`config.mk`:
```
export PLATFORM = sky130hd
export DESIGN_NAME = vram_arbiter
export DESIGN_NICKNAME = d
export VERILOG_FILES = /design/src/rtl/vram_arbiter.sv
export SDC_FILE = /design/constraint.sdc
export NUM_CORES = 1
export LEC_CHECK = 0
export ABC_AREA = 1
export ABC_CLOCK_PERIOD_IN_PS = 2750
export CAP_MARGIN = 25
export CORE_UTILIZATION = 46
export DETAILED_ROUTE_END_ITERATION = 10
export GPL_ROUTABILITY_DRIVEN = 0
export PLACE_DENSITY_LB_ADDON = 0.1
export SLEW_MARGIN = 20
export SYNTH_ARGS = -nofsm -noshare
export SYNTH_HDL_FRONTEND = slang
export SYNTH_SLANG_ARGS = --single-unit
```
`constraint.sdc`:
```
create_clock -name clock -period 2.75 [get_ports clock]
set_input_delay 0.55 -clock clock [delete_from_list [all_inputs] [get_ports clock]]
set_output_delay 0.55 -clock clock [all_outputs]
set_load 0.1 [all_outputs]
```
`src/rtl/vram_arbiter.sv`:
```
// vram_arbiter: lets the CRTC character fetch and the Z80 share one single-port
// video RAM. Every access takes two cycles on the RAM port (ADDR, DATA).
// Video has priority, except that a CPU request waiting at the end of a video
// access is served next, so the CPU is never starved.
module vram_arbiter #(
    parameter int AW = 14,
    parameter int DW = 8
) (
    input  logic          clock,
    input  logic          reset,
    // video fetch side
    input  logic          vreq,
    input  logic [AW-1:0] va,
    output logic [DW-1:0] vq,
    output logic          vvalid,
    // CPU side
    input  logic          creq,
    input  logic          cwr,
    input  logic [AW-1:0] ca,
    input  logic [DW-1:0] cd,
    output logic [DW-1:0] cq,
    output logic          cack,
    output logic          overrun,
    // RAM side
    output logic [AW-1:0] ram_a,
    output logic          ram_we,
    output logic [DW-1:0] ram_d,
    input  logic [DW-1:0] ram_q
);

    typedef enum logic [2:0] {
        IDLE  = 3'd0,
        VADDR = 3'd1,
        VDATA = 3'd2,
        CADDR = 3'd3,
        CDATA = 3'd4
    } state_t;

    state_t          state_q, state_d;
    logic            vpend_q, vpend_d;
    logic [AW-1:0]   va_q, va_d;
    logic            cbusy_q, cbusy_d;
    logic            cwr_q, cwr_d;
    logic            overrun_q, overrun_d;
    logic            vvalid_q, vvalid_d;
    logic            cack_q, cack_d;
    logic [DW-1:0]   vq_q, vq_d;
    logic [DW-1:0]   cq_q, cq_d;
    logic [AW-1:0]   ram_a_q, ram_a_d;
    logic            ram_we_q, ram_we_d;
    logic [DW-1:0]   ram_d_q, ram_d_d;

    logic decide, vid_elig, cpu_elig, grant_v, grant_c;

    // Arbitration: decisions happen only when the port is free (IDLE) or in
    // the last cycle of an access. A CPU waiting behind a video access wins.
    always_comb begin
        decide   = (state_q == IDLE) || (state_q == VDATA) || (state_q == CDATA);
        vid_elig = vreq || vpend_q;
        cpu_elig = creq && !cbusy_q;
        grant_v  = decide && vid_elig && !((state_q == VDATA) && cpu_elig);
        grant_c  = decide && !grant_v && cpu_elig;
    end

    // Next-state and registered-output logic.
    always_comb begin
        state_d   = state_q;
        vpend_d   = vpend_q;
        va_d      = va_q;
        cbusy_d   = cbusy_q;
        cwr_d     = cwr_q;
        overrun_d = overrun_q;
        vvalid_d  = 1'b0;
        cack_d    = 1'b0;
        vq_d      = vq_q;
        cq_d      = cq_q;
        ram_a_d   = ram_a_q;
        ram_we_d  = 1'b0;
        ram_d_d   = ram_d_q;

        // A new vreq always replaces any unserved pending address.
        if (vreq) va_d = va;
        if (grant_v)   vpend_d = 1'b0;
        else if (vreq) vpend_d = 1'b1;
        if (vreq && vpend_q && !grant_v) overrun_d = 1'b1;

        // cbusy blocks re-grant until the CPU has dropped creq at least once.
        if (grant_c)   cbusy_d = 1'b1;
        else if (!creq) cbusy_d = 1'b0;

        // Data returns one cycle after the DATA phase (synchronous RAM read).
        if (state_q == VDATA) begin
            vvalid_d = 1'b1;
            vq_d     = ram_q;
        end
        if (state_q == CDATA) begin
            cack_d = 1'b1;
            if (!cwr_q) cq_d = ram_q;
        end

        unique case (state_q)
            VADDR:   state_d = VDATA;
            CADDR:   state_d = CDATA;
            default: state_d = IDLE;
        endcase

        if (grant_v) begin
            state_d = VADDR;
            ram_a_d = vreq ? va : va_q;
        end else if (grant_c) begin
            state_d  = CADDR;
            ram_a_d  = ca;
            ram_d_d  = cd;
            ram_we_d = cwr;
            cwr_d    = cwr;
        end
    end

    // State and output registers with synchronous reset.
    always_ff @(posedge clock) begin
        if (reset) begin
            state_q   <= IDLE;
            vpend_q   <= 1'b0;
            va_q      <= '0;
            cbusy_q   <= 1'b0;
            cwr_q     <= 1'b0;
            overrun_q <= 1'b0;
            vvalid_q  <= 1'b0;
            cack_q    <= 1'b0;
            vq_q      <= '0;
            cq_q      <= '0;
            ram_a_q   <= '0;
            ram_we_q  <= 1'b0;
            ram_d_q   <= '0;
        end else begin
            state_q   <= state_d;
            vpend_q   <= vpend_d;
            va_q      <= va_d;
            cbusy_q   <= cbusy_d;
            cwr_q     <= cwr_d;
            overrun_q <= overrun_d;
            vvalid_q  <= vvalid_d;
            cack_q    <= cack_d;
            vq_q      <= vq_d;
            cq_q      <= cq_d;
            ram_a_q   <= ram_a_d;
            ram_we_q  <= ram_we_d;
            ram_d_q   <= ram_d_d;
        end
    end

    assign vq      = vq_q;
    assign vvalid  = vvalid_q;
    assign cq      = cq_q;
    assign cack    = cack_q;
    assign overrun = overrun_q;
    assign ram_a   = ram_a_q;
    assign ram_we  = ram_we_q;
    assign ram_d   = ram_d_q;

endmodule

```
==> impl_metrics.yaml <==
power_and_ir_drop:
  switching_power_mw: 0.8587
  pwr-share-seq_pct: 42.0
  p_per_area_nw_per_um2: 668.1
  power.leakage_nw: 1.660
  switching_share_pct: 36.14
  p_comb_share_pct: 29.0
  p_int_mw: 1.517
  ir_drop_mv: 0.4376
  power.share.clock_pct: 28.9
logic_synthesis:
  syn_area_sq_um: 2571
  syn_avg_cell_area_sq_um: 7.518
  yosys_warnings: 0
  synthTopCellsByArea: "dfxtp_1, nand2_1, nand3_1"
  synth_cells: 342
  yosysTopAreaCell: "dfxtp_1"
  syn_nets: 391
  seq_area_frac_synth_pct: 48.27
  yosysTopAreaCellShare_pct: 48.27
  synthDistinctLibCells: 23
  ys_ff_latch: 62
flow_run:
  cap_violations: 0
placed_design:
  dpl.cell_count: 486
  post-place-ws_ps: 471.8
  hpwl_microns: 4444
  io_buffers: 90
final_layout:
  area_growth_syn_to_layout_pct: 38.30
  ff_latch_area_sq_um: 1241
  drive_gt1_share_pct: 17.40
  multi_input_area_sq_um: 1041
  fin_cells: 501
  n_antenna_cell: 0
  layout_common_cells: "nand2_1, dfxtp_1, nand3_1"
  layout.nets: 476
  nFillCells: 466
  final_common_cell: "nand2_1"
worst_setup_path:
  crit_path_max_fanout: 9
  rrSetupSlack_ps: 1000
  cpMaxStageDelayCell: "clkdlybuf4s50_1"
  crit_chain: "clkdlybuf4s50_1 > inv_1 > nor2_4 > nor2b_1 > nand2_2 > nand3_1 > nand2_1"
  end_kind: "register"
  critPathMaxStageDelay_ps: 500
  crit_type: "in -> reg"
  crit_arrival_ps: 2150
  crit_path_start_kind: "primary input"
  required_ps: 2970
clock_tree:
  numCtsBuffers: 9
  htreeDepth: 3
  ctsHoldBuffers: 0
  cts.sinks: 62
  clk_latency_ps: 330
  cts_resized: 0
  clockRootBuffer: "clkbuf_8"
  post_cts_buffers: 0
  clk_transition_reported_paths_ps: 60
  tritoncts: "done"
  cts_buffer_depth: 2
global_route:
  grt_max_degree: 29
  grt_pass1_vias: 2268
  grt_overflow: 0
  grt_antenna_before_repair: 0
  grtUsageTotal_pct: 22.34
  grt_first_pass_wirelength_microns: 10290
timing:
  rsz0062_at_grt: "false"
  min_period_over_period_pct: 70.10
  skew_ps: 1.968
  worst_pin_slew_ps: 645.8
  slew_headroom_pct: 56.90
  hold_viol: 0
  finalSetupTns_ps: 0
  fin_crit_ps: 1928
  slew_viol_final: 0
  setup_viol: 0
  layout_setup_ws_ps: 822.2
  max_freq_mhz: 518.7
routing:
  vias: 2457
  drt_drc_violations_left: 0
  vias_per_cell: 4.904
  wl_microns: 6255
  drt_first_pass_iters: 4
  post_drt_wl_per_cell_microns: 12.49
  ant_nets: 0
  drt_iter0_drc: 112
floorplanning:
  num_io_pins: 91
  rows: 26
  start_util_pct: 49.09
  die_w_microns: 76.77
  die_area_sq_um: 5893
  core_sq_um: 5238
  fp.dieH_microns: 76.77
outcome:
  status: "complete, no violations"
min_path:
  min_path_type: "reg -> reg"
layer usage:
layer / global-route usage, % / up-vias / share of wire (%)
met1: 25.26 / 1104 / 43
met5: 0 / - / 0
li1: - / 1269 / -
met2: 37.86 / 78 / 49
met3: 8.929 / 6 / 6.6
met4: 7.692 / 0 / 1.2
kinds of logic after synthesis:
logic type / count (synthesis) / synth area share [%]
compound gates: 41 / 8.419
buf+inv: 67 / 11.24
flops: 62 / 48.27
simple gates: 172 / 32.07
through the flow:
| stage | util [%] | hold slack (ps) | instance area (sq um) | power, mW |
|---|---|---|---|---|
| final | 67.89 | 446.8 | 3556 | 2.376 |
| after global routing | 67.89 | 472.2 | 3556 | 2.488 |
| after CTS | 67.89 | 447.9 | 3556 | 2.390 |
| after detailed placement | 64.69 | 438.3 | 3388 | 1.706 |
| after global placement | 64.69 | 433.6 | 3388 | 1.698 |
| after floorplan | - | 445.7 | 2571 | 1.526 |
power groups by stage:
stage                     combinational, mW  sequential [mW]  clock, mW
after floorplan                       0.201             1.33          0
final                                 0.689            0.999      0.688
after global placement                0.681             1.02          0
after CTS                             0.691            0.998      0.700
after detailed placement              0.689             1.02          0
after global routing                  0.729             1.00      0.755
final cells by class:
cell class                 count  area share, %
clock inverter                 1         0.1407
multi-input combinational    213          29.28
sequential                    62          34.90
tap                           70          2.463
clock buffer                  14          4.574
timing repair buffer          95          23.79
inverter                      46          4.856
critical path, delay by kind of cell:
family / cells / cell delay [ps]
buffers and inverters: 2 / 570
and+or+nand+nor: 5 / 1020
flip-flops by register name, indices dropped and copies added (netlist names):
| register | cells |
|---|---|
| state_q | 3 |
| cwr_q | 1 |
| cbusy_q | 1 |
| cq | 8 |
| va_q | 14 |
| ram_a | 14 |
| overrun | 1 |
| vvalid | 1 |
| vpend_q | 1 |
| cack | 1 |
| ram_d | 8 |
| vq | 8 |
| ram_we | 1 |
synthesized netlist by cell type:
master,instances
o21ai_4,1
buf_6,1
nand4_4,1
nor4_1,1
nand2_1,74
nand3_1,52
buf_4,5
inv_1,43
nand4_1,14
dfxtp_1,62
nor2_4,3
nand3_2,1
nor2_2,1
nand2_2,4
nand2_4,2
nor2b_1,1
clkbuf_1,6
o21ai_1,2
nor2_1,18
buf_2,9
inv_2,3
o21ai_0,22
a21oi_1,16
path summary, 6_finish.rpt:
path	end	cells after the start	startpoint
min reg2reg	cq[3]	2	cq[3]
max reg2reg	ram_d[0]	7	state_q[0]
min	cq[3]	2	cq[3]
max	ram_d[0]	7	creq
Note: power is estimated with default switching activity, not from simulation.
